<file path="config.mk">
export PLATFORM = sky130hd
export DESIGN_NAME = wb_soc_master_flat
export DESIGN_NICKNAME = d
export VERILOG_FILES = /design/src/rtl/wb_soc_pkg.sv /design/src/rtl/wb_soc_master_if.sv /design/src/rtl/wb_soc_master.sv /design/src/flat_wrapper.sv
export SDC_FILE = /design/constraint.sdc
export NUM_CORES = 1
export LEC_CHECK = 0
export BUFFER_PORTS_ARGS = -buffer_cell sky130_fd_sc_hd__buf_4
export CORE_ASPECT_RATIO = 1.75
export CORE_MARGIN = 5
export CORE_UTILIZATION = 29
export CTS_CLUSTER_DIAMETER = 30
export DETAILED_ROUTE_END_ITERATION = 7
export SYNTH_ARGS = -nofsm -noshare
export SYNTH_HDL_FRONTEND = slang
export SYNTH_SLANG_ARGS = --single-unit
</file>
<file path="constraint.sdc">
create_clock -name p_clk -period 2.3 [get_ports p_clk]
set_input_delay 0.23 -clock p_clk [delete_from_list [all_inputs] [get_ports p_clk]]
set_output_delay 0.23 -clock p_clk [all_outputs]
set_load 0.01 [all_outputs]
</file>
<file path="src/rtl/wb_soc_pkg.sv">
// Shared definitions for the SoC Wishbone register-bus initiator.
//   wb_status_t    : response status code returned on the response port
//   wb_mst_state_t : initiator FSM states
//   WB_*_W         : bus field widths
//   cnt_width()    : counter width able to hold 0..max_val (never narrower than 1 bit)
package wb_soc_pkg;

    localparam int WB_ADR_W = 32;
    localparam int WB_DAT_W = 32;
    localparam int WB_SEL_W = 4;

    typedef enum logic [1:0] {
        WB_OK  = 2'b00,
        WB_ERR = 2'b01,
        WB_RTY = 2'b10,
        WB_TMO = 2'b11
    } wb_status_t;

    typedef enum logic [1:0] {
        IDLE,
        REQ,
        BACKOFF,
        RESP
    } wb_mst_state_t;

    // A limit of 0 would give a zero-width counter; keep at least one bit.
    function automatic int cnt_width(input int max_val);
        return (max_val < 1) ? 1 : $clog2(max_val + 1);
    endfunction

endpackage

</file>
<file path="src/rtl/wb_soc_master_if.sv">
// Bundle of the command port, response port, busy flag and Wishbone classic
// bus signals of the SoC register-bus initiator.
//   master modport : view of the initiator (drives cmd_ready, rsp_*, busy, p_wb_*_O)
//   slave  modport : view of the surrounding logic (drives cmd_*, rsp_ready, p_wb_*_I)
interface wb_soc_master_if;
    import wb_soc_pkg::*;

    // command port
    logic                cmd_valid;
    logic                cmd_ready;
    logic                cmd_we;
    logic [WB_ADR_W-1:0] cmd_adr;
    logic [WB_DAT_W-1:0] cmd_dat;
    logic [WB_SEL_W-1:0] cmd_sel;
    logic                cmd_lock;

    // response port
    logic                rsp_valid;
    logic                rsp_ready;
    logic [WB_DAT_W-1:0] rsp_dat;
    wb_status_t          rsp_status;

    logic                busy;

    // Wishbone classic bus
    logic [WB_ADR_W-1:0] p_wb_ADR_O;
    logic [WB_DAT_W-1:0] p_wb_DAT_O;
    logic [WB_DAT_W-1:0] p_wb_DAT_I;
    logic [WB_SEL_W-1:0] p_wb_SEL_O;
    logic                p_wb_CYC_O;
    logic                p_wb_STB_O;
    logic                p_wb_WE_O;
    logic                p_wb_LOCK_O;
    logic                p_wb_ACK_I;
    logic                p_wb_ERR_I;
    logic                p_wb_RTY_I;

    modport master (
        input  cmd_valid, cmd_we, cmd_adr, cmd_dat, cmd_sel, cmd_lock,
        input  rsp_ready,
        input  p_wb_DAT_I, p_wb_ACK_I, p_wb_ERR_I, p_wb_RTY_I,
        output cmd_ready, rsp_valid, rsp_dat, rsp_status, busy,
        output p_wb_ADR_O, p_wb_DAT_O, p_wb_SEL_O,
        output p_wb_CYC_O, p_wb_STB_O, p_wb_WE_O, p_wb_LOCK_O
    );

    modport slave (
        output cmd_valid, cmd_we, cmd_adr, cmd_dat, cmd_sel, cmd_lock,
        output rsp_ready,
        output p_wb_DAT_I, p_wb_ACK_I, p_wb_ERR_I, p_wb_RTY_I,
        input  cmd_ready, rsp_valid, rsp_dat, rsp_status, busy,
        input  p_wb_ADR_O, p_wb_DAT_O, p_wb_SEL_O,
        input  p_wb_CYC_O, p_wb_STB_O, p_wb_WE_O, p_wb_LOCK_O
    );

endinterface

</file>
<file path="src/rtl/wb_soc_master.sv">
// Single-transfer Wishbone classic initiator for the SoC register bus.
// Takes one read/write command on a valid/ready port, runs one CYC/STB
// transfer (re-issuing on RTY up to MAX_RETRIES times with RETRY_GAP idle
// cycles in between, giving up after TIMEOUT_CYCLES silent cycles per
// attempt) and returns read data plus a status code on a valid/ready port.
// Ports:
//   p_clk   : clock, rising edge
//   p_reset : synchronous reset, active high
//   bus     : wb_soc_master_if.master (command, response, busy, Wishbone)
module wb_soc_master
    import wb_soc_pkg::*;
#(
    parameter int TIMEOUT_CYCLES = 256,
    parameter int MAX_RETRIES    = 3,
    parameter int RETRY_GAP      = 2
) (
    input  logic             p_clk,
    input  logic             p_reset,
    wb_soc_master_if.master  bus
);

    localparam int TMO_W = cnt_width(TIMEOUT_CYCLES);
    localparam int RTY_W = cnt_width(MAX_RETRIES);
    localparam int GAP_W = cnt_width(RETRY_GAP);

    localparam logic [TMO_W-1:0] TMO_LAST = TMO_W'(TIMEOUT_CYCLES - 1);
    localparam logic [RTY_W-1:0] RTY_MAX  = RTY_W'(MAX_RETRIES);
    localparam logic [GAP_W-1:0] GAP_LAST = GAP_W'(RETRY_GAP - 1);

    wb_mst_state_t       state_q;
    logic                cmd_ready_q;
    logic                busy_q;
    logic                cyc_q;
    logic                stb_q;
    logic                we_q;
    logic                lock_q;       // LOCK_O as driven on the bus
    logic                lock_req_q;   // lock requested by the command, reused on retries
    logic [WB_ADR_W-1:0] adr_q;
    logic [WB_DAT_W-1:0] dat_q;
    logic [WB_SEL_W-1:0] sel_q;
    logic                rsp_valid_q;
    logic [WB_DAT_W-1:0] rsp_dat_q;
    wb_status_t          rsp_status_q;
    logic [TMO_W-1:0]    tmo_cnt_q;
    logic [RTY_W-1:0]    retry_cnt_q;
    logic [GAP_W-1:0]    gap_cnt_q;

    // Outcome of the current REQ cycle; only consulted while in REQ, which is
    // what makes ACK/ERR/RTY irrelevant in every other state.
    logic                xfer_done_d;
    logic                retry_d;
    wb_status_t          status_d;
    logic [WB_DAT_W-1:0] rsp_dat_d;

    always_comb begin
        xfer_done_d = 1'b0;
        retry_d     = 1'b0;
        status_d    = WB_OK;
        rsp_dat_d   = '0;
        // Priority ERR > RTY > ACK > timeout when several arrive together.
        if (bus.p_wb_ERR_I) begin
            xfer_done_d = 1'b1;
            status_d    = WB_ERR;
        end else if (bus.p_wb_RTY_I) begin
            if (retry_cnt_q < RTY_MAX) begin
                retry_d = 1'b1;
            end else begin
                xfer_done_d = 1'b1;
                status_d    = WB_RTY;
            end
        end else if (bus.p_wb_ACK_I) begin
            xfer_done_d = 1'b1;
            status_d    = WB_OK;
            rsp_dat_d   = we_q ? '0 : bus.p_wb_DAT_I;
        end else if (tmo_cnt_q == TMO_LAST) begin
            xfer_done_d = 1'b1;
            status_d    = WB_TMO;
        end
    end

    always_ff @(posedge p_clk) begin
        if (p_reset) begin
            state_q      <= IDLE;
            cmd_ready_q  <= 1'b1;
            busy_q       <= 1'b0;
            cyc_q        <= 1'b0;
            stb_q        <= 1'b0;
            we_q         <= 1'b0;
            lock_q       <= 1'b0;
            lock_req_q   <= 1'b0;
            adr_q        <= '0;
            dat_q        <= '0;
            sel_q        <= '0;
            rsp_valid_q  <= 1'b0;
            rsp_dat_q    <= '0;
            rsp_status_q <= WB_OK;
            tmo_cnt_q    <= '0;
            retry_cnt_q  <= '0;
            gap_cnt_q    <= '0;
        end else begin
            case (state_q)
                IDLE: begin
                    if (bus.cmd_valid && cmd_ready_q) begin
                        state_q     <= REQ;
                        cmd_ready_q <= 1'b0;
                        busy_q      <= 1'b1;
                        adr_q       <= bus.cmd_adr;
                        dat_q       <= bus.cmd_dat;
                        sel_q       <= bus.cmd_sel;
                        we_q        <= bus.cmd_we;
                        lock_req_q  <= bus.cmd_lock;
                        lock_q      <= bus.cmd_lock;
                        cyc_q       <= 1'b1;
                        stb_q       <= 1'b1;
                        tmo_cnt_q   <= '0;
                        retry_cnt_q <= '0;
                    end
                end
                REQ: begin
                    if (xfer_done_d) begin
                        state_q      <= RESP;
                        cyc_q        <= 1'b0;
                        stb_q        <= 1'b0;
                        lock_q       <= 1'b0;
                        rsp_valid_q  <= 1'b1;
                        rsp_status_q <= status_d;
                        rsp_dat_q    <= rsp_dat_d;
                    end else if (retry_d) begin
                        state_q     <= BACKOFF;
                        cyc_q       <= 1'b0;
                        stb_q       <= 1'b0;
                        lock_q      <= 1'b0;
                        retry_cnt_q <= retry_cnt_q + 1'b1;
                        gap_cnt_q   <= '0;
                    end else begin
                        tmo_cnt_q <= tmo_cnt_q + 1'b1;
                    end
                end
                BACKOFF: begin
                    // CYC stays low for exactly RETRY_GAP cycles before re-issuing.
                    if (gap_cnt_q == GAP_LAST) begin
                        state_q   <= REQ;
                        cyc_q     <= 1'b1;
                        stb_q     <= 1'b1;
                        lock_q    <= lock_req_q;
                        tmo_cnt_q <= '0;
                    end else begin
                        gap_cnt_q <= gap_cnt_q + 1'b1;
                    end
                end
                RESP: begin
                    if (bus.rsp_ready) begin
                        state_q     <= IDLE;
                        rsp_valid_q <= 1'b0;
                        cmd_ready_q <= 1'b1;
                        busy_q      <= 1'b0;
                    end
                end
                default: state_q <= IDLE;
            endcase
        end
    end

    assign bus.cmd_ready   = cmd_ready_q;
    assign bus.busy        = busy_q;
    assign bus.rsp_valid   = rsp_valid_q;
    assign bus.rsp_dat     = rsp_dat_q;
    assign bus.rsp_status  = rsp_status_q;
    assign bus.p_wb_ADR_O  = adr_q;
    assign bus.p_wb_DAT_O  = dat_q;
    assign bus.p_wb_SEL_O  = sel_q;
    assign bus.p_wb_WE_O   = we_q;
    assign bus.p_wb_CYC_O  = cyc_q;
    assign bus.p_wb_STB_O  = stb_q;
    assign bus.p_wb_LOCK_O = lock_q;

endmodule

</file>
<file path="src/flat_wrapper.sv">
// flat-port wrapper written by rule: the top's interface ports become plain ports
module wb_soc_master_flat import wb_soc_pkg::*;
#(
    parameter int TIMEOUT_CYCLES = 256,
    parameter int MAX_RETRIES    = 3,
    parameter int RETRY_GAP      = 2
)
  (p_clk, p_reset, bus_cmd_valid, bus_cmd_we, bus_cmd_adr, bus_cmd_dat, bus_cmd_sel, bus_cmd_lock, bus_rsp_ready, bus_p_wb_DAT_I, bus_p_wb_ACK_I, bus_p_wb_ERR_I, bus_p_wb_RTY_I, bus_cmd_ready, bus_rsp_valid, bus_rsp_dat, bus_rsp_status, bus_busy, bus_p_wb_ADR_O, bus_p_wb_DAT_O, bus_p_wb_SEL_O, bus_p_wb_CYC_O, bus_p_wb_STB_O, bus_p_wb_WE_O, bus_p_wb_LOCK_O);
  wb_soc_master_if bus_i ();
  input  logic p_clk;
  input  logic p_reset;
  input wire logic [$bits(bus_i.cmd_valid)-1:0] bus_cmd_valid;
  input wire logic [$bits(bus_i.cmd_we)-1:0] bus_cmd_we;
  input wire logic [$bits(bus_i.cmd_adr)-1:0] bus_cmd_adr;
  input wire logic [$bits(bus_i.cmd_dat)-1:0] bus_cmd_dat;
  input wire logic [$bits(bus_i.cmd_sel)-1:0] bus_cmd_sel;
  input wire logic [$bits(bus_i.cmd_lock)-1:0] bus_cmd_lock;
  input wire logic [$bits(bus_i.rsp_ready)-1:0] bus_rsp_ready;
  input wire logic [$bits(bus_i.p_wb_DAT_I)-1:0] bus_p_wb_DAT_I;
  input wire logic [$bits(bus_i.p_wb_ACK_I)-1:0] bus_p_wb_ACK_I;
  input wire logic [$bits(bus_i.p_wb_ERR_I)-1:0] bus_p_wb_ERR_I;
  input wire logic [$bits(bus_i.p_wb_RTY_I)-1:0] bus_p_wb_RTY_I;
  output wire logic [$bits(bus_i.cmd_ready)-1:0] bus_cmd_ready;
  output wire logic [$bits(bus_i.rsp_valid)-1:0] bus_rsp_valid;
  output wire logic [$bits(bus_i.rsp_dat)-1:0] bus_rsp_dat;
  output wire logic [$bits(bus_i.rsp_status)-1:0] bus_rsp_status;
  output wire logic [$bits(bus_i.busy)-1:0] bus_busy;
  output wire logic [$bits(bus_i.p_wb_ADR_O)-1:0] bus_p_wb_ADR_O;
  output wire logic [$bits(bus_i.p_wb_DAT_O)-1:0] bus_p_wb_DAT_O;
  output wire logic [$bits(bus_i.p_wb_SEL_O)-1:0] bus_p_wb_SEL_O;
  output wire logic [$bits(bus_i.p_wb_CYC_O)-1:0] bus_p_wb_CYC_O;
  output wire logic [$bits(bus_i.p_wb_STB_O)-1:0] bus_p_wb_STB_O;
  output wire logic [$bits(bus_i.p_wb_WE_O)-1:0] bus_p_wb_WE_O;
  output wire logic [$bits(bus_i.p_wb_LOCK_O)-1:0] bus_p_wb_LOCK_O;
  assign bus_i.cmd_valid = bus_cmd_valid;
  assign bus_i.cmd_we = bus_cmd_we;
  assign bus_i.cmd_adr = bus_cmd_adr;
  assign bus_i.cmd_dat = bus_cmd_dat;
  assign bus_i.cmd_sel = bus_cmd_sel;
  assign bus_i.cmd_lock = bus_cmd_lock;
  assign bus_i.rsp_ready = bus_rsp_ready;
  assign bus_i.p_wb_DAT_I = bus_p_wb_DAT_I;
  assign bus_i.p_wb_ACK_I = bus_p_wb_ACK_I;
  assign bus_i.p_wb_ERR_I = bus_p_wb_ERR_I;
  assign bus_i.p_wb_RTY_I = bus_p_wb_RTY_I;
  assign bus_cmd_ready = bus_i.cmd_ready;
  assign bus_rsp_valid = bus_i.rsp_valid;
  assign bus_rsp_dat = bus_i.rsp_dat;
  assign bus_rsp_status = bus_i.rsp_status;
  assign bus_busy = bus_i.busy;
  assign bus_p_wb_ADR_O = bus_i.p_wb_ADR_O;
  assign bus_p_wb_DAT_O = bus_i.p_wb_DAT_O;
  assign bus_p_wb_SEL_O = bus_i.p_wb_SEL_O;
  assign bus_p_wb_CYC_O = bus_i.p_wb_CYC_O;
  assign bus_p_wb_STB_O = bus_i.p_wb_STB_O;
  assign bus_p_wb_WE_O = bus_i.p_wb_WE_O;
  assign bus_p_wb_LOCK_O = bus_i.p_wb_LOCK_O;
  wb_soc_master #(.TIMEOUT_CYCLES(TIMEOUT_CYCLES), .MAX_RETRIES(MAX_RETRIES), .RETRY_GAP(RETRY_GAP)) u_core (.p_clk(p_clk), .p_reset(p_reset), .bus(bus_i));
endmodule
</file>
# --- Word level (Yosys, flattened, before mapping) ---
# Index checks and enable logic that the tools add are counted.
totals:
  ff_bits: 124
  input_bits: 109
  out_inout_bits: 109
  elab_cells: 101
op_classes:
  addsub: 3
  magnitude_cmp: 1
  eq_ne: 14
  mux: 51
  n_reduce_logical: 16
ops:
  columns: ["op", "count"]
  rows:
  - ["$mux W32", 4]
  - ["$mux W9", 4]
  - ["$mux W2", 16]
  - ["$pmux W9 S3", 1]
  - ["$mux W1", 18]
  - ["$reduce_and A4 Y1", 4]
  - ["$add A9 B1 Y9 const B", 1]
  - ["$eq A9 B8 Y1 const B", 1]
  - ["$ne A2 B1 Y1 const B", 4]
  - ["$ne A2 B2 Y1 const B", 4]
  - ["$pmux W2 S2", 2]
  - ["$pmux W2 S4", 1]
  - ["$reduce_bool A2 Y1", 4]
  - ["$pmux W1 S2", 3]
  - ["$pmux W1 S3", 2]
  - ["$reduce_and A3 Y1", 2]
  - ["$reduce_and A5 Y1", 1]
  - ["$add A2 B1 Y2 const B", 2]
  - ["$eq A2 B1 Y1 const B", 2]
  - ["$eq A2 B2 Y1 const B", 2]
  - ["$reduce_and A2 Y1", 2]
  - ["$ne A3 B1 Y1 const B", 1]
  - ["$reduce_bool A3 Y1", 1]
  - ["$logic_not A2 Y1", 1]
  - ["other kinds (2)", 2]

# --- Logic depth before layout (Yosys ltp) ---
# Gate-level depths: netlist of the first run.
depth:
  depth_word: 7
  mapped_depth: 9
  depth_no_buf: 8

# --- Least setup slack after synthesis of the first run ---
# No wires, ideal clock.
synth_path:
  path_type: "reg2reg"
  start: "register u_core.tmo_cnt_q[0]"
  end: "register u_core.tmo_cnt_q[6]"
  setup_time_ps: 70
  arrival_ps: 1934
  required_time_ps: 2230
  path_slack_ps: 296
  stages_incl_launch_ff: 10
  n_path_buf: 1
  period_less_slack_ps: 2004
  path_cell_list: "dfxtp_1 -> ha_1 -> nand2_1 -> nor2_1 -> ha_1 -> o41ai_4 -> nand4_2 -> buf_6 -> or3_1 -> a21oi_1"
synth_via:
  elab_chain_len: 7
  word_cells_on_any_way: 11
  cone_classes: "add/sub (1); eq/ne (2); mux (7); reduce/logical (1)"
synth_rtl:
  columns: ["item", "line", "source"]
  rows:
  - ["start, declared", "wb_soc_master.sv:44", "logic [TMO_W-1:0] tmo_cnt_q;"]
  - ["start signal, assigned", "wb_soc_master.sv:136", "tmo_cnt_q <= tmo_cnt_q + 1'b1;"]
  - ["branches (longest 7 deep; another with $add A9 B1 Y9)", null, null]
# Several ways; the timed one is not identified. The select of a mux whose other input is x is not followed.
# A chain may end at the register's enable or synchronous reset.

# --- Worst setup path after layout of the first run ---
layout_path:
  start: "register u_core.tmo_cnt_q[4]"
  end: "register u_core.tmo_cnt_q[6]"
# The elaborated chain is that of the path after synthesis.

==> run_results.csv, run 1 <==
group,metric,value,unit
final_layout,fin_nets,925,
worst_setup_path,critical_path_arrival,2.51,ns
worst_setup_path,crit_chain,"and4_1, nand2_2, nor2_1, ha_2, o41ai_4, nand4_4, buf_4, or3_1, a21oi_1",
worst_setup_path,r2r_slack,0.11,ns
grt,grt_pass1_vias,4698,
floorplanning,fp.dieW,108,µm
worst_hold_path,hold_start,"bus_cmd_adr[23]",
worst_setup_path,cp.required,2.62,ns
timing,fin_setup_tns,0,ns
logic_synthesis,synth.distinct_cells,42,
timing,slew_viol_final,0,
worst_setup_path,critPathLaunchType,"register",
logic_synthesis,avgSynthCellArea,8.17,µm²
worst_setup_path,cp_slowest_cell,"o41ai_4",
timing,finalClockSkew,0.00866,ns
logic_synthesis,yosysTopAreaCell,"dfxtp_1",
floorplanning,core-area,0.0165,mm²
logic_synthesis,yosysSeqAreaShare,0.508,
worst_setup_path,r2r_cells,9,
logic_synthesis,synthTopCellsByArea,"dfxtp_1 51%, nand2_1 12%, a21oi_1 9.0%, nand2b_1 4.7%, nand4_1 4.1%",
logic_synthesis,netlist_area,0.00489,mm²
worst_setup_path,critical-path-max-stage-delay,0.36,ns
final_layout,antennaDiodeCount,0,
worst_setup_path,r2r-end,"u_core.tmo_cnt_q[6]$_SDFFE_PP0P_",
flow_run,timing.max_cap.violations,0,
worst_setup_path,crit_end,"u_core.tmo_cnt_q[6]$_SDFFE_PP0P_",
clock_network,cts_tree,"done",
detailed_routing,wl,15400,µm
final_layout,drive_gt1_frac,0.337,
clock_network,cts-htree-levels,4,
clock_network,clk_pin_slew,0.06,ns
floorplanning,start_util,0.296,
worst_hold_path,hold_class,"primary input to register",
place,place_area,0.00678,mm²
floorplanning,dieArea,0.0197,mm²
detailed_routing,drt_iter0_markers,207,
timing,max_freq,457,MHz
logic_synthesis,syn_inst,598,
timing,period_share,0.952,
power,power_leakage,3.13,nW
worst_setup_path,worst_setup_path_end_kind,"register",
floorplanning,die_h,182,µm
status,status,"finished, final reports clean",
grt,grt_max_degree,72,
worst_setup_path,crit_start,"u_core.tmo_cnt_q[4]$_SDFFE_PP0P_",
logic_synthesis,synth_top_area_frac,0.508,
place,post-dp-hpwl,10700,µm
final_layout,syn_to_final_growth,53.5,%
power,powerDensity,1090,mW/mm²
place,gp_congestion,0.759,
timing,slew_headroom,0.632,
worst_setup_path,worstPathMaxFanout,6,
floorplanning,rows,62,
detailed_routing,via_count,4812,
timing,hold_violations,0,
worst_setup_path,path_class,"register to register",
timing,worst_slew_pin_slew,0.547,ns
final_layout,fin_cells,1044,
grt,grt_overflow,0,
detailed_routing,ant_nets,0,
grt,antenna_found_initial,0,
timing,timing.final.crit_period,2.19,ns
detailed_routing,vias_per_cell,4.61,
place,dp_cells,1010,
power,peakVddDrop,0.000482,V
place,numPortBuffers,217,
clock_network,clock-sinks,124,
final_layout,final_area,0.00750,mm²
grt,grt_pass1_wl,24300,µm
detailed_routing,drcViolationCount,0,
final_layout,final_util,0.454,
worst_setup_path,rr_startpoint,"u_core.tmo_cnt_q[4]$_SDFFE_PP0P_",
detailed_routing,routedWlPerCell,14.8,µm
detailed_routing,firstDrtPassIters,4,
logic_synthesis,synth_fp_nets,715,
grt,grt_usage,0.154,
logic_synthesis,yosys_warnings,0,
clock_network,cts_hold_buffers,0,
timing,setup_viol,0,
logic_synthesis,ys_seq_elements,124,
floorplanning,ioPinCount,218,
clock_network,root_buffer,"clkbuf_16",
clock_network,cts_buffers,17,
clock_network,clock_latency,0.40,ns
clock_network,clockBufferDepth,2,
power,p_total,8.17,mW
==> what timing repair did <==
item	4_1_cts	5_1_grt
endpoints found under the hold margin	0	0
pin swaps	0	2
gates resized for setup	1	3
setup buffers	0	2
endpoints found under the setup margin	2	5
gates cloned	0	1
==> routing by layer <==
layer | GRT usage | up-vias | wire, µm
li1 | - | 2460 | -
met1 | 0.169 | 2172 | 5980
met2 | 0.271 | 156 | 7930
met3 | 0.0473 | 24 | 1120
met4 | 0.0647 | 0 | 372
met5 | 0 | - | 0
==> logic make-up after synthesis <==
logic type,count (synthesis),synth area share
and+or+nand+nor,266,0.259
AOI/OAI and AO/OA,143,0.161
DFF,124,0.508
buffers and inverters,53,0.0443
adders and majority gates,8,0.0205
muxes,3,0.00614
xor gates and xnor gates,1,0.00179
==> placed cells by master, fill, tap and decap left out, drive strengths merged, types with 2 or more instances in the layout <==
| master | count |
|---|---|
| inv | 12 |
| nand3 | 7 |
| mux2i | 3 |
| nand4 | 34 |
| ha | 8 |
| nand2b | 37 |
| nor3 | 4 |
| clkinvlp | 3 |
| a21oi | 88 |
| o41ai | 2 |
| or4 | 3 |
| and4 | 2 |
| a22oi | 2 |
| nor2 | 8 |
| o31ai | 3 |
| a31oi | 2 |
| nor4 | 4 |
| dfxtp | 124 |
| clkbuf | 18 |
| o21ai | 38 |
| bufinv | 6 |
| nor2b | 6 |
| nand2 | 154 |
| buf | 234 |
| or3 | 4 |
==> worst min path at each step <==
stage | cells past startpoint | slack, ns | to
floorplan | 2 | 0.37 | u_core.lock_req_q$_SDFFE_PP0P_
global placement | 2 | 0.44 | u_core.tmo_cnt_q[8]$_SDFFE_PP0P_
detailed placement | 2 | 0.45 | u_core.bus.p_wb_SEL_O[2]$_SDFFE_PP0P_
CTS | 3 | 0.05 | u_core.bus.p_wb_ADR_O[6]$_SDFFE_PP0P_
global route | 3 | 0.06 | u_core.bus.p_wb_DAT_O[9]$_SDFFE_PP0P_
finish | 3 | 0.07 | u_core.bus.p_wb_ADR_O[23]$_SDFFE_PP0P_
==> sequential cells by signal, summed over array words and instances (netlist names) <==
signal                  count
u_core.bus.p_wb_DAT_O      32
u_core.retry_cnt_q          2
u_core.lock_req_q           1
u_core.bus.rsp_dat         32
u_core.tmo_cnt_q            9
u_core.bus.cmd_ready        1
u_core.bus.p_wb_LOCK_O      1
u_core.bus.p_wb_SEL_O       4
u_core.gap_cnt_q            2
u_core.state_q              2
u_core.bus.busy             1
u_core.bus.rsp_status       2
u_core.bus.p_wb_ADR_O      32
u_core.bus.p_wb_STB_O       1
u_core.bus.p_wb_WE_O        1
u_core.bus.rsp_valid        1
==> Yosys cell counts, drive strengths merged <==
library cell / n
nor4: 4
a21oi: 88
and2: 1
a2111o: 1
o31ai: 3
nand2b: 37
nor2b: 6
or3b: 1
a31oi: 2
o21ai: 38
o41ai: 2
ha: 8
a21bo: 1
o21bai: 1
nor3: 4
and3: 1
o2111ai: 1
mux2i: 3
o31a: 1
a311oi: 1
and4: 2
nor3b: 1
inv: 9
nand2: 154
a21boi: 1
or3: 4
nand3: 7
nor2: 8
xnor2: 1
dfxtp: 124
a22oi: 2
or4: 3
a21o: 1
nand4: 33
clkbuf: 35
buf: 9
==> final cells by class <==
class,instances,area [µm²]
well taps,224,280
multi-input cells,422,2240
flip-flops and latches,124,2480
clock inverters,13,238
clock buffers,18,439
fillers,1698,9020
repair buffers,234,1790
inverters,9,33.8
==> stage by stage <==
stage                     hold WS (ns)  worst slack, ns
after detailed placement         0.447          -0.0118
after global placement           0.440          0.00722
after CTS                       0.0535           0.0423
final                           0.0713            0.111
after floorplan                  0.366            0.296
after global routing            0.0608         -0.00729
==> worst max-delay path: cells and delay by family, from the launching register on <==
kind,cells,cell delay [ns]
and+or+nand+nor,5,0.89
buffers and inverters,1,0.18
adders and majority gates,1,0.19
AOI/OAI and AO/OA,2,0.52
DFF,1,0.33
==> report_power, final <==
group / internal, mW / total, mW / leakage (nW) / switching, mW
clock: 2.07 / 3.08 / 0.320 / 1.01
sequential: 2.45 / 2.62 / 1.01 / 0.171
combinational: 1.07 / 2.47 / 1.80 / 1.41
total: 5.59 / 8.17 / 3.13 / 2.59
Note: power is estimated with default switching activity, not from simulation.
==> inputs of run 2 (changes only) <==
--- a/config.mk
+++ b/config.mk
@@ -8,9 +8,10 @@
 export BUFFER_PORTS_ARGS = -buffer_cell sky130_fd_sc_hd__buf_4
 export CORE_ASPECT_RATIO = 1.75
 export CORE_MARGIN = 5
-export CORE_UTILIZATION = 29
+export CORE_UTILIZATION = 47
 export CTS_CLUSTER_DIAMETER = 30
 export DETAILED_ROUTE_END_ITERATION = 7
+export PLACE_DENSITY = 0.8
 export SYNTH_ARGS = -nofsm -noshare
 export SYNTH_HDL_FRONTEND = slang
 export SYNTH_SLANG_ARGS = --single-unit
==> run_results.csv, run 2 (synthesized netlist as in run 1, its figures left out) <==
group,metric,value,unit
status,status,"finished, final reports clean",
grt,grt_usage,0.226,
power,peakVddDrop,0.000743,V
clock_network,clk_pin_slew,0.05,ns
clock_network,clock_latency,0.40,ns
place,post-dp-hpwl,10600,µm
worst_setup_path,cp.required,2.62,ns
clock_network,clock-sinks,124,
timing,fin_setup_tns,0,ns
final_layout,drive_gt1_frac,0.325,
place,pre_cts_ws,-0.0286,ns
power,power_leakage,3.06,nW
timing,setup_viol,0,
worst_hold_path,hold_class,"primary input to register",
floorplanning,fp.dieW,87.1,µm
detailed_routing,wl,14600,µm
floorplanning,die_h,145,µm
clock_network,root_buffer,"clkbuf_16",
floorplanning,dieArea,0.0126,mm²
grt,grt_pass1_wl,23200,µm
timing,period_share,0.918,
final_layout,antennaDiodeCount,0,
grt,grt_overflow,0,
clock_network,cts_buffers,17,
detailed_routing,drcViolationCount,0,
timing,hold_violations,0,
detailed_routing,vias_per_cell,5.32,
detailed_routing,ant_nets,0,
clock_network,cts_tree,"done",
timing,timing.final.crit_period,2.11,ns
detailed_routing,via_count,5009,
final_layout,fin_nets,921,
floorplanning,rows,49,
final_layout,layout_commonest_cell,"buf_4",
place,numPortBuffers,217,
timing,finalClockSkew,0.00931,ns
timing,worst_slew_pin_slew,0.527,ns
grt,antenna_found_initial,0,
final_layout,layout_common_cells,"229 x buf_4, 154 x nand2_1, 124 x dfxtp_1",
power,p_total,7.64,mW
detailed_routing,firstDrtPassIters,6,
timing,setup_ws,0.188,ns
final_layout,fin_cells,942,
clock_network,cts-htree-levels,4,
detailed_routing,drt_iter0_markers,272,
timing,rsz0062_at_grt,"no",
grt,grt_pass1_vias,4832,
flow_run,timing.max_cap.violations,0,
worst_setup_path,worstPathMaxFanout,6,
place,gp_congestion,0.853,
floorplanning,ioPinCount,218,
worst_setup_path,critPathLaunchType,"register",
timing,slew_viol_final,0,
timing,slew_headroom,0.649,
timing,max_freq,474,MHz
final_layout,syn_to_final_growth,47.8,%
place,dp_cells,910,
floorplanning,core-area,0.0102,mm²
grt,grt_max_degree,66,
floorplanning,start_util,0.477,
clock_network,clockBufferDepth,2,
worst_setup_path,worst_setup_path_end_kind,"register",
power,powerDensity,1060,mW/mm²
worst_setup_path,path_class,"register to register",
worst_setup_path,critical_path_arrival,2.43,ns
detailed_routing,routedWlPerCell,15.6,µm
run 2: cell types whose count changed in the layout (fill, tap and decap cells not counted), sizes merged:
cell / change
clkbuf: +5
bufinv: -3
buf: -4
clkinv: +1
inv: -3
clkinvlp: -1
run 2: where the power goes:
part,switching (mW),internal (mW)
logic,1.36,1.01
registers,0.186,2.45
clock network,0.878,1.74
total,2.43,5.21
run 2: per-layer routing:
metal,share of wire,vias to the layer above,global-route usage
li1,-,2455,-
met3,0.088,27,0.0771
met4,0.022,0,0.0937
met1,0.36,2314,0.244
met5,0,-,0
met2,0.53,213,0.394
run 2: final timing paths:
check	slack, ns	endpoint	cells past startpoint	startpoint
worst min-delay path	0.08	u_core.bus.p_wb_DAT_O[13]$_SDFFE_PP0P_	3	bus_cmd_dat[13]
worst max-delay path	0.19	u_core.tmo_cnt_q[7]$_SDFFE_PP0P_	8	u_core.tmo_cnt_q[4]$_SDFFE_PP0P_
worst max register to register	0.19	u_core.tmo_cnt_q[7]$_SDFFE_PP0P_	8	u_core.tmo_cnt_q[4]$_SDFFE_PP0P_
worst min register to register	0.45	u_core.bus.p_wb_ADR_O[23]$_SDFFE_PP0P_	2	u_core.bus.p_wb_ADR_O[23]$_SDFFE_PP0P_
run 2: critical path: stages, from the launching register on:
cell and delay [ns]:
dfxtp_1 0.33, and4_1 0.21, nand2_1 0.10, nor2_1 0.06, ha_2 0.20, o41ai_4 0.32, nand4_4 0.17, or4_1 0.48
a21oi_1 0.17
run 2: stage by stage:
stage	utilization	cell area (µm²)	hold slack, ns
global route	0.706	7230	0.0586
CTS	0.704	7200	0.0579
detailed placement	0.646	6610	0.447
floorplan	-	4890	0.366
global placement	0.646	6610	0.442
finish	0.706	7230	0.0753
run 2: final cells by class:
type / count / area, µm²
Inverter: 9 / 33.8
Fill cell: 801 / 3010
Clock inverter: 7 / 115
Multi-Input combinational cell: 422 / 2230
Timing Repair Buffer: 230 / 1740
Clock buffer: 23 / 468
Sequential cell: 124 / 2480
Tap cell: 127 / 159
run 2: repair_timing:
item	4_1_cts	5_1_grt
hold buffers	0	0
pin swaps	0	2
hold endpoints to repair	0	0
cloned	0	1
endpoints found under the setup margin	2	4
resized for setup	1	1
setup buffers	0	1
==> inputs of run 3 (changes only) <==
--- a/config.mk
+++ b/config.mk
@@ -8,10 +8,10 @@
 export BUFFER_PORTS_ARGS = -buffer_cell sky130_fd_sc_hd__buf_4
 export CORE_ASPECT_RATIO = 1.75
 export CORE_MARGIN = 5
-export CORE_UTILIZATION = 47
+export CORE_UTILIZATION = 45
 export CTS_CLUSTER_DIAMETER = 30
 export DETAILED_ROUTE_END_ITERATION = 7
-export PLACE_DENSITY = 0.8
+export PLACE_DENSITY = 0.77
 export SYNTH_ARGS = -nofsm -noshare
 export SYNTH_HDL_FRONTEND = slang
 export SYNTH_SLANG_ARGS = --single-unit
==> run_results.csv, run 3 (synthesized netlist as in run 1, its figures left out) <==
group,metric,value,unit
final_layout,layout_commonest_cell,"buf_4",
grt,antenna_found_initial,0,
worst_setup_path,cp_top_family,"simple AND/OR/NAND/NOR gates",
timing,worst_slew_pin_slew,0.549,ns
clock_network,cts-htree-levels,4,
floorplanning,dieArea,0.0131,mm²
worst_setup_path,worstPathMaxFanout,5,
detailed_routing,drcViolationCount,0,
clock_network,root_buffer,"clkbuf_16",
grt,grt_max_degree,55,
timing,slew_viol_final,0,
clock_network,cts_buffers,17,
final_layout,final_util,0.675,
timing,finalHoldWorstSlack,0.0693,ns
power,powerDensity,1040,mW/mm²
detailed_routing,ant_nets,0,
floorplanning,fp.dieW,88.8,µm
timing,period_share,0.939,
floorplanning,ioPinCount,218,
power,power_leakage,3.06,nW
detailed_routing,firstDrtPassIters,5,
final_layout,fin_nets,922,
worst_setup_path,critical_path_arrival,2.48,ns
final_layout,num-fill-cells,892,
clock_network,cts_hold_buffers,0,
detailed_routing,drt_iter0_markers,296,
worst_setup_path,cp.required,2.63,ns
timing,hold_violations,0,
flow_run,timing.max_cap.violations,0,
status,status,"finished, final reports clean",
floorplanning,core-area,0.0107,mm²
worst_setup_path,path_buf_inv,1,
floorplanning,start_util,0.457,
final_layout,antennaDiodeCount,0,
grt,grt_pass1_wl,22800,µm
timing,finalClockSkew,0.00777,ns
worst_setup_path,critical-path-max-stage-delay,0.35,ns
clock_network,clk_pin_slew,0.06,ns
place,post-dp-hpwl,10700,µm
timing,timing.final.crit_period,2.16,ns
clock_network,clockBufferDepth,2,
detailed_routing,vias_per_cell,5.22,
grt,grt_pass1_vias,4871,
timing,max_freq,463,MHz
place,numPortBuffers,217,
timing,slew_headroom,0.634,
grt,grt_usage,0.217,
place,gp_congestion,0.833,
worst_setup_path,crit_chain,"and4_1, nand2_2, nor2_1, ha_1, o41ai_4, nand4_4, buf_4, or3_1, a21oi_1",
timing,setup_viol,0,
grt,grt_overflow,0,
clock_network,clock_latency,0.40,ns
worst_setup_path,cp_slowest_cell,"o41ai_4",
worst_setup_path,worst_setup_path_end_kind,"register",
power,peakVddDrop,0.000767,V
floorplanning,rows,50,
floorplanning,die_h,148,µm
timing,rsz0062_at_grt,"no",
clock_network,clock-sinks,124,
final_layout,layout_common_cells,"230 x buf_4, 153 x nand2_1, 124 x dfxtp_1",
worst_setup_path,path_class,"register to register",
worst_setup_path,critPathLaunchType,"register",
worst_hold_path,hold_class,"primary input to register",
detailed_routing,wl,14500,µm
final_layout,drive_gt1_frac,0.331,
final_layout,syn_to_final_growth,47.7,%
detailed_routing,via_count,4948,
clock_network,cts_tree,"done",
detailed_routing,routedWlPerCell,15.3,µm
-- run 3: area by class of cell --
type / count / area (µm²) / area share
Inverter: 9 / 33.8 / 0.00468
Clock inverter: 14 / 138 / 0.0191
Clock buffer: 18 / 429 / 0.0594
Multi-Input combinational cell: 422 / 2230 / 0.309
Tap cell: 130 / 163 / 0.0225
Timing Repair Buffer: 231 / 1750 / 0.242
Sequential cell: 124 / 2480 / 0.344
-- run 3: path summary, 6_finish.rpt --
kind	startpoint	slack (ns)	to	cells after the start
hold reg to reg	u_core.bus.p_wb_DAT_O[27]$_SDFFE_PP0P_	0.45	u_core.bus.p_wb_DAT_O[27]$_SDFFE_PP0P_	2
setup / recovery	u_core.tmo_cnt_q[4]$_SDFFE_PP0P_	0.14	u_core.tmo_cnt_q[2]$_SDFFE_PP0P_	9
setup reg to reg	u_core.tmo_cnt_q[4]$_SDFFE_PP0P_	0.14	u_core.tmo_cnt_q[2]$_SDFFE_PP0P_	9
hold / removal	bus_cmd_adr[2]	0.07	u_core.bus.p_wb_ADR_O[2]$_SDFFE_PP0P_	3
-- run 3: per-stage QoR --
stage / cell area [µm²] / worst slack (ns) / TNS (ns) / power, mW / cells
after floorplan: 4890 / 0.296 / 0 / 4.05 / 598
after global placement: 6630 / 0.159 / 0 / 4.92 / 915
after detailed placement: 6630 / -0.0213 / -0.0213 / 5.00 / 915
after CTS: 7210 / 0.0250 / 0 / 7.58 / 947
after global routing: 7220 / 0.00562 / 0 / 7.98 / 948
final: 7220 / 0.141 / 0 / 7.53 / 948
-- run 3: power breakdown --
part           internal (mW)  switching [mW]
clock network           1.51            1.02
registers               2.45           0.183
logic                   1.01            1.35
total                   4.97            2.56
-- run 3: timing repair --
| action | in CTS | in global routing |
|---|---|---|
| setup endpoints to repair | 3 | 5 |
| buffers inserted | 0 | 0 |
| cloned | 0 | 1 |
| resized for setup | 1 | 1 |
| pin swaps | 0 | 2 |
-- run 3: worst reg2reg max path: stages, from the launching register on --
cell,delay (ns)
dfxtp_1,0.33
and4_1,0.22
nand2_2,0.09
nor2_1,0.05
ha_1,0.23
o41ai_4,0.35
nand4_4,0.17
buf_4,0.18
or3_1,0.30
a21oi_1,0.16
-- run 3: metal layers --
layer / track usage / vias to the layer above / part of all wire
li1: - / 2458 / -
met1: 0.237 / 2276 / 0.36
met2: 0.378 / 196 / 0.53
met3: 0.0658 / 18 / 0.088
met4: 0.0908 / 0 / 0.018
met5: 0 / - / 0
